<file path="config.mk">
export PLATFORM = sky130hd
export DESIGN_NAME = drive_bank_seq
export DESIGN_NICKNAME = d
export VERILOG_FILES = /design/src/rtl/drive_bank_seq.sv
export SDC_FILE = /design/constraint.sdc
export NUM_CORES = 1
export LEC_CHECK = 0
export CELL_PAD_IN_SITES_DETAIL_PLACEMENT = 0
export CELL_PAD_IN_SITES_GLOBAL_PLACEMENT = 1
export CORE_MARGIN = 10
export CORE_UTILIZATION = 38
export DETAILED_ROUTE_END_ITERATION = 10
export PLACE_DENSITY_LB_ADDON = 0.08
export SETUP_SLACK_MARGIN = 0.3
export SLEW_MARGIN = 20
export SYNTH_ARGS = -nofsm -noshare
export SYNTH_HDL_FRONTEND = slang
export SYNTH_SLANG_ARGS = --single-unit
</file>
<file path="constraint.sdc">
create_clock -name CLK -period 2.95 [get_ports CLK]
set_input_delay 0.7375 -clock CLK [delete_from_list [all_inputs] [get_ports CLK]]
set_output_delay 0.7375 -clock CLK [all_outputs]
set_load 0.005 [all_outputs]
</file>
<file path="src/rtl/drive_bank_seq.sv">
// -----------------------------------------------------------------------------
// drive_bank_seq
//   Ramps a set of switchable buffer/inverter drive banks up or down to a
//   requested level. Exactly one bank changes per step, and consecutive steps
//   are staggered by a programmable number of idle cycles. This limits the
//   di/dt seen by the supply when drive strength changes.
//
// Ports
//   CLK        in   rising-edge clock
//   RESETN     in   asynchronous active-low reset
//   req_valid  in   new target-level request
//   req_ready  out  request can be accepted this cycle
//   req_level  in   target number of enabled banks (clamped to NBANK)
//   req_dly    in   stagger cycles inserted between bank steps
//   force_off  in   emergency disable: all banks off at the next edge
//   bank_en    out  thermometer-coded bank enables (bit 0 first on, last off)
//   cur_level  out  number of enabled banks
//   busy       out  ramp in progress
//   done       out  one-cycle pulse on request completion
//   abort      out  one-cycle pulse when force_off cancels a ramp
// -----------------------------------------------------------------------------
module drive_bank_seq #(
  parameter int NBANK = 8,
  parameter int DLY_W = 8
) (
  input  logic                       CLK,
  input  logic                       RESETN,
  input  logic                       req_valid,
  output logic                       req_ready,
  input  logic [$clog2(NBANK+1)-1:0] req_level,
  input  logic [DLY_W-1:0]           req_dly,
  input  logic                       force_off,
  output logic [NBANK-1:0]           bank_en,
  output logic [$clog2(NBANK+1)-1:0] cur_level,
  output logic                       busy,
  output logic                       done,
  output logic                       abort
);

  localparam int LW = $clog2(NBANK+1);
  localparam logic [LW-1:0] NB = LW'(NBANK);

  typedef enum logic [1:0] {IDLE, STEP, WAIT} state_t;

  state_t            r_state;
  state_t            w_state_next;

  logic [NBANK-1:0]  r_bank;
  logic [LW-1:0]     r_level;
  logic [LW-1:0]     r_target;
  logic [DLY_W-1:0]  r_dly;
  logic [DLY_W-1:0]  r_cnt;
  logic              r_armed;
  logic              r_busy;
  logic              r_done_pend;
  logic              r_done;
  logic              r_abort_pend;
  logic              r_abort;

  logic              w_accept;
  logic [LW-1:0]     w_clamp;
  logic              w_up;
  logic [LW-1:0]     w_level_step;
  logic [NBANK-1:0]  w_bank_step;
  logic [DLY_W-1:0]  w_cnt_inc;
  logic              w_do_step;
  logic              w_finish;

  // r_armed keeps req_ready low until the first edge after reset release.
  assign req_ready = r_armed && (r_state == IDLE) && !force_off;
  assign w_accept  = req_valid && req_ready;
  assign w_clamp   = (req_level > NB) ? NB : req_level;

  // Because bank_en is thermometer coded, a shift adds or removes exactly the
  // bank at the boundary: shift-in a one to enable bit cur_level, shift right
  // to drop the highest enabled bank.
  assign w_up         = (r_target > r_level);
  assign w_level_step = w_up ? (r_level + 1'b1) : (r_level - 1'b1);
  assign w_bank_step  = w_up ? {r_bank[NBANK-2:0], 1'b1} : {1'b0, r_bank[NBANK-1:1]};
  assign w_cnt_inc    = r_cnt + 1'b1;

  // State register
  always_ff @(posedge CLK or negedge RESETN) begin
    if (!RESETN) begin
      r_state <= IDLE;
    end else begin
      r_state <= w_state_next;
    end
  end

  // Next-state and step control
  always_comb begin
    w_state_next = r_state;
    w_do_step    = 1'b0;
    w_finish     = 1'b0;
    if (force_off) begin
      w_state_next = IDLE;
    end else begin
      case (r_state)
        IDLE: begin
          if (w_accept) begin
            if (w_clamp != r_level) begin
              w_state_next = STEP;
            end else begin
              w_finish = 1'b1;
            end
          end
        end
        STEP: begin
          w_do_step = 1'b1;
          if (w_level_step == r_target) begin
            w_state_next = IDLE;
            w_finish     = 1'b1;
          end else if (r_dly == '0) begin
            w_state_next = STEP;
          end else begin
            w_state_next = WAIT;
          end
        end
        WAIT: begin
          // The counter runs 0..dly-1, so WAIT lasts exactly dly cycles and
          // never needs to count past dly.
          if (w_cnt_inc == r_dly) begin
            w_state_next = STEP;
          end
        end
        default: w_state_next = IDLE;
      endcase
    end
  end

  // Datapath and status registers
  always_ff @(posedge CLK or negedge RESETN) begin
    if (!RESETN) begin
      r_bank       <= '0;
      r_level      <= '0;
      r_target     <= '0;
      r_dly        <= '0;
      r_cnt        <= '0;
      r_armed      <= 1'b0;
      r_busy       <= 1'b0;
      r_done_pend  <= 1'b0;
      r_done       <= 1'b0;
      r_abort_pend <= 1'b0;
      r_abort      <= 1'b0;
    end else begin
      r_armed <= 1'b1;
      // busy trails the state by one cycle so it covers the cycle of the
      // first bank change through the cycle of the last.
      r_busy  <= !force_off && (r_state != IDLE);
      // Completion and cancel events are reported in the cycle after the
      // edge on which they happen.
      r_done_pend  <= w_finish;
      r_done       <= r_done_pend;
      r_abort_pend <= force_off && (r_state != IDLE);
      r_abort      <= r_abort_pend;

      if (force_off) begin
        r_bank   <= '0;
        r_level  <= '0;
        r_target <= '0;
        r_cnt    <= '0;
      end else begin
        if (w_accept) begin
          r_target <= w_clamp;
          r_dly    <= req_dly;
        end
        if (w_do_step) begin
          r_bank  <= w_bank_step;
          r_level <= w_level_step;
        end
        if ((r_state == WAIT) && (w_state_next == WAIT)) begin
          r_cnt <= w_cnt_inc;
        end else begin
          r_cnt <= '0;
        end
      end
    end
  end

  assign bank_en   = r_bank;
  assign cur_level = r_level;
  assign busy      = r_busy;
  assign done      = r_done;
  assign abort     = r_abort;

endmodule

</file>
==> results.yml, run 1 <==
synthesis:
  synth_fp_nets: 227
  synth_cells: 203
  syn_area_sq_mm: 0.002167
  ys.flop_type: "dfrtp_1"
  ys_ff_latch: 40
  ys_warn_count: 0
  ys_types: 41
  async_reset_ff_share_pct: 100.0
  synth_top_area_share_pct: 46.19
  yosysSeqAreaShare_pct: 46.19
  synth_edf_count: 0
  syn_area_per_cell_sq_um: 10.68
  synth_area_leaders: "dfrtp_1, xnor2_1, nor2_1"
  synth_top_area_cell: "dfrtp_1"
routing:
  drt_iter0_markers: 28
  antenna_left: 0
  drc_errors: 0
  avgViaCountPerCell: 4.985
  wl_mm: 4.895
  drt_pre_antenna_iters: 4
  wire_per_inst_um: 15.06
  vias: 1620
sta:
  timing_hold_violations_final: 0
  maxSlewHeadroom_pct: 59.02
  drv_slew: 0
  min_period_ps: 2687
  fmax_mhz: 372.2
  setup_viol: 0
  finalCritPeriodShare_pct: 91.08
  rsz0062_at_grt: "true"
  fin_setup_tns_ps: 0
  skew_ps: 4.490
  tightest_slew_ps: 613.2
floorplan:
  row_count: 27
  initial_core_util_pct: 39.35
  die_w_um: 95.52
  die_area_sq_mm: 0.009123
  chipHeight_um: 95.52
  core_sq_mm: 0.005507
  pin_count: 32
worst_setup_path:
  cp_num_buf_inv: 2
  path_cells: "inv_4, ha_4, nor2b_1, o21ai_1, a21oi_2, buf_6, fa_2, xor2_2, xnor2_1, or3_1, or3_1, a21oi_2"
  cp-start-kind: "flip-flop"
  regToRegSetupSlack_ps: 260
  cp_top_family: "simple AND/OR/NAND/NOR gates"
  endpoint_kind: "flip-flop"
  critPathArrivalTime_ps: 2910
  setup.worst_path.class: "reg2reg"
  crit_path_max_fanout: 3
  required_ps: 3170
  max_stage_delay_ps: 430
  cp_slowest_cell: "dfrtp_2"
layout:
  layout_commonest_cell: "dfrtp_1"
  drive_gt1_share_pct: 21.34
  final_core_util_pct: 51.65
  nets: 276
  mostFrequentLayoutCells: "dfrtp_1, nor2_1, clkdlybuf4s50_1, buf_4, xnor2_1"
  diodes: 0
  syn2layout_area_growth_pct: 31.24
  design_area_sq_mm: 0.002844
clock_tree:
  clock_path_buffers: 2
  cts_tree: "yes"
  cts.sinks: 40
  cts.htree.levels: 2
  cts_buffers: 5
  cts_root_buffer: "clkbuf_8"
  hold_buffers: 0
  clock_latency_ps: 290
  path_clk_slew_ps: 80
run_status:
  status: "finished clean"
power_and_ir_drop:
  ir_worst_vdd_uv: 305.3
  pwr_density_cell_mw_per_mm2: 585.4
  leakage_nw: 1.200
worst_hold_path:
  holdCritPathClass: "reg2reg"
grt:
  grt-ovfl-total: 0
  grt_max_degree: 23
  grt_pass1_wl_mm: 8.121
  grt_usage_pct: 11.29
  antenna_found_initial: 0
  grt_pass1_vias: 1658
placed_design:
  io_buffers: 31
  placed_area_sq_mm: 0.002621
  gp_congestion: 0.7752
  place_hpwl_mm: 3.698
job:
  maxCapViolCount: 0
==> what timing repair did <==
item	in CTS	in global routing
setup buffers	2	7
pin swaps	1	6
endpoints found under the setup margin	3	4
resized for setup	1	5
==> cell usage after synthesis, types with 5 or more instances <==
cell / count
xnor2_1: 16
xor2_1: 7
dfrtp_1: 40
mux2_2: 8
a211oi_1: 7
o21ai_0: 7
nand2_1: 9
nand3_1: 5
a21oi_1: 5
mux2i_1: 6
nor2_1: 29
ha_1: 7
inv_1: 9
==> final timing paths <==
kind	cells past startpoint	endpoint	startpoint
worst min register to register	0	done$_DFF_PN0_	r_done_pend$_DFF_PN0_
worst max register to register	12	r_done_pend$_DFF_PN0_	cur_level[1]$_DFFE_PN0P_
worst max-delay path	12	r_done_pend$_DFF_PN0_	cur_level[1]$_DFFE_PN0P_
min in group asynchronous	1	bank_en[6]$_DFFE_PN0P_	RESETN
max in group asynchronous	2	r_cnt[7]$_DFF_PN0_	RESETN
worst min-delay path	0	done$_DFF_PN0_	r_done_pend$_DFF_PN0_
==> worst register-to-register path, cell delays in order (launching register included) <==
cell,delay [ps]
dfrtp_2,430
inv_4,70
ha_4,190
nor2b_1,120
o21ai_1,150
a21oi_2,80
buf_6,130
fa_2,350
xor2_2,170
xnor2_1,130
or3_1,360
or3_1,330
a21oi_2,110
==> routing by layer <==
| metal | GRT usage (%) | share of wire (%) | vias to the layer above |
|---|---|---|---|
| met5 | 0 | 0 | - |
| met4 | 3.808 | 0.65 | 0 |
| met3 | 3.456 | 5.0 | 4 |
| met2 | 18.24 | 49 | 25 |
| met1 | 14.01 | 45 | 793 |
| li1 | - | - | 798 |
==> cells by family (layout without fill, tap and decap cells) <==
group	Yosys count	after routing	share of synthesized area (%)
AND/OR/NAND/NOR	69	69	17.44
flip-flops	40	40	46.19
AO/OA/AOI/OAI	29	29	8.661
XOR/XNOR	26	26	12.18
buffers and inverters	16	66	3.464
multiplexers	14	14	6.929
adder cells (fa/ha/maj)	8	8	4.965
other	1	1	0.1730
==> sequential cells by signal, summed over array words and instances (netlist names) <==
name and count:
bank_en 8, r_cnt 8, r_dly 8, cur_level 4
r_target 4, r_state 2, abort 1, busy 1
done 1, r_abort_pend 1, r_armed 1, r_done_pend 1
==> final cells by class <==
| class | count | area [sq um] |
|---|---|---|
| sequential | 40 | 1003 |
| tap | 72 | 90.09 |
| fill | 498 | 2663 |
| clock inverter | 1 | 30.03 |
| timing repair buffer | 49 | 442.9 |
| clock buffer | 7 | 96.34 |
| multi-input combinational | 147 | 1142 |
| inverter | 9 | 38.79 |
==> stage by stage <==
stage | worst slack, ps | std cells | hold slack [ps] | total power, mW
5_1_grt | 165.5 | 325 | 373.6 | 1.760
4_1_cts | 271.4 | 318 | 368.5 | 1.631
3_5_place_dp | 138.7 | 308 | 344.0 | 1.128
2_1_floorplan | 245.1 | 203 | 331.2 | 0.9838
3_3_place_gp | 166.1 | 308 | 337.0 | 1.114
6_report | 263.1 | 325 | 365.0 | 1.665
==> power by group <==
group          leakage (nW)  internal (mW)  switching, mW
sequential            0.531          0.601         0.0550
clock                0.0645          0.299          0.190
combinational         0.605          0.291          0.229
Note: power is estimated with default switching activity, not from simulation.
==> run 2: changes to the inputs <==
- CORE_UTILIZATION: 38 -> 40
- clock period: 2.95 -> 2.85 ns (I/O delays scaled with it)
==> run 2 against run 1 <==
  * Hold slack got worse by 8.0 ps
  * Largest cell class unchanged
  * Maximum frequency decreased by 0.16%
  * Combinational power increased by 2%
==> results.yml, run 2 (synthesized netlist as in run 1, its figures left out) <==
run_status:
  status: "finished clean"
layout:
  diodes: 0
  mostFrequentLayoutCells: "dfrtp_1, nor2_1, clkdlybuf4s50_1, buf_4, xnor2_1"
  syn2layout_area_growth_pct: 32.68
  final_cells: 321
  drive_gt1_share_pct: 24.70
  nets: 274
  nFillCells: 454
  layout_commonest_cell: "dfrtp_1"
grt:
  grt-ovfl-total: 0
  grt_pass1_vias: 1614
  grt_usage_pct: 11.26
  antenna_found_initial: 0
  grt_pass1_wl_mm: 7.838
  grt_max_degree: 41
sta:
  tightest_slew_ps: 882.6
  skew_ps: 10.74
  setup_viol: 0
  maxSlewHeadroom_pct: 41.16
  timing_hold_violations_final: 0
  fin_setup_tns_ps: 0
  finalCritPeriodShare_pct: 94.43
  fmax_mhz: 371.6
  min_period_ps: 2691
  rsz0062_at_grt: "true"
  drv_slew: 0
power_and_ir_drop:
  pwr_density_cell_mw_per_mm2: 593.5
  ir_worst_vdd_uv: 315.7
  leakage_nw: 1.206
worst_setup_path:
  crit_top_cell: "or3_4"
  cp-start-kind: "flip-flop"
  max_stage_delay_ps: 430
  cp_top_family: "simple AND/OR/NAND/NOR gates"
  crit_path_max_fanout: 3
  cp_slowest_cell: "dfrtp_2"
  path_cells: "inv_4, ha_4, nor2b_4, o21ai_2, a21oi_4, fa_2, xor2_2, xnor2_1, or3_4, or3_4, a21oi_2"
  required_ps: 3070
  setup.worst_path.class: "reg2reg"
  endpoint_kind: "flip-flop"
  critPathArrivalTime_ps: 2920
  cp_num_buf_inv: 1
routing:
  drt_iter0_markers: 57
  dr_wl_met3_um: 291
  vias: 1606
  dr_wl_met2_mm: 2.134
  wire_per_inst_um: 14.74
  avgViaCountPerCell: 5.003
  drt_pre_antenna_iters: 4
  wl_mm: 4.730
  highest_layer: "met4"
  wl_met1_mm: 2.256
  drc_errors: 0
  antenna_left: 0
placed_design:
  dpl.cell_count: 306
  io_buffers: 31
  place_hpwl_mm: 3.400
  gp_congestion: 0.8458
clock_tree:
  cts_buffers: 5
  cts.sinks: 40
  cts_tree: "yes"
  cts.htree.levels: 2
  hold_buffers: 0
  cts_root_buffer: "clkbuf_8"
  clock_path_buffers: 2
  clock_latency_ps: 300
  path_clk_slew_ps: 90
floorplan:
  initial_core_util_pct: 41.90
  row_count: 26
  die_w_um: 93.61
  die_area_sq_mm: 0.008762
  core_sq_mm: 0.005172
  pin_count: 32
  chipHeight_um: 93.61
job:
  maxCapViolCount: 0
worst_hold_path:
  holdCritPathClass: "reg2reg"
[run 2: cell types whose count changed in the layout (fill, tap and decap cells not counted), sizes merged]
cell,previous run,this run
dlygate4sd2,1,0
buf,19,17
clkinv,0,1
[run 2: per-stage QoR]
stage / setup slack (ps) / power, mW / util (%) / hold WS (ps) / area [sq um]
after CTS: 193.9 / 1.661 / 53.29 / 362.1 / 2756
after global routing: 89.40 / 1.805 / 55.59 / 378.7 / 2875
after detailed placement: -12.52 / 1.159 / 50.63 / 344.2 / 2619
final: 158.7 / 1.707 / 55.59 / 357.0 / 2875
after floorplan: 145.5 / 1.018 / - / 331.2 / 2206
after global placement: -6.321 / 1.146 / 50.63 / 340.6 / 2619
[run 2: cell type report]
| type | count | area, sq um | area share [%] |
|---|---|---|---|
| Clock buffer | 6 | 82.58 | 2.872 |
| Clock inverter | 2 | 38.79 | 1.349 |
| Inverter | 9 | 38.79 | 1.349 |
| Multi-Input combinational cell | 147 | 1204 | 41.86 |
| Sequential cell | 40 | 1003 | 34.90 |
| Tap cell | 70 | 87.58 | 3.046 |
| Timing Repair Buffer | 47 | 420.4 | 14.62 |
[run 2: timing repair]
| item | in CTS | in global routing |
|---|---|---|
| resized for setup | 2 | 16 |
| endpoints found under the hold margin | 0 | 0 |
| endpoints found under the setup margin | 4 | 5 |
| setup buffers | 2 | 5 |
| pin swaps | 2 | 11 |
[run 2: routing by layer]
layer | vias to the layer above | GRT usage, %
li1 | 795 | -
met1 | 772 | 14.52
met2 | 35 | 17.17
met3 | 4 | 3.917
met4 | 0 | 3.797
met5 | - | 0
[run 2: worst paths after layout]
check / startpoint / to / slack, ps / cells past startpoint
worst max-delay path: cur_level[1]$_DFFE_PN0P_ / r_done_pend$_DFF_PN0_ / 160 / 11
worst min-delay path: r_done_pend$_DFF_PN0_ / done$_DFF_PN0_ / 360 / 0
worst max register to register: cur_level[1]$_DFFE_PN0P_ / r_done_pend$_DFF_PN0_ / 160 / 11
worst min register to register: r_done_pend$_DFF_PN0_ / done$_DFF_PN0_ / 360 / 0
max in group asynchronous: RESETN / cur_level[2]$_DFFE_PN0P_ / 1710 / 1
min in group asynchronous: RESETN / cur_level[0]$_DFFE_PN0P_ / 530 / 1
[run 2: power breakdown]
group	switching, mW	total [mW]	internal, mW
Combinational	0.239	0.530	0.291
Sequential	0.0591	0.681	0.622
Clock	0.209	0.496	0.287
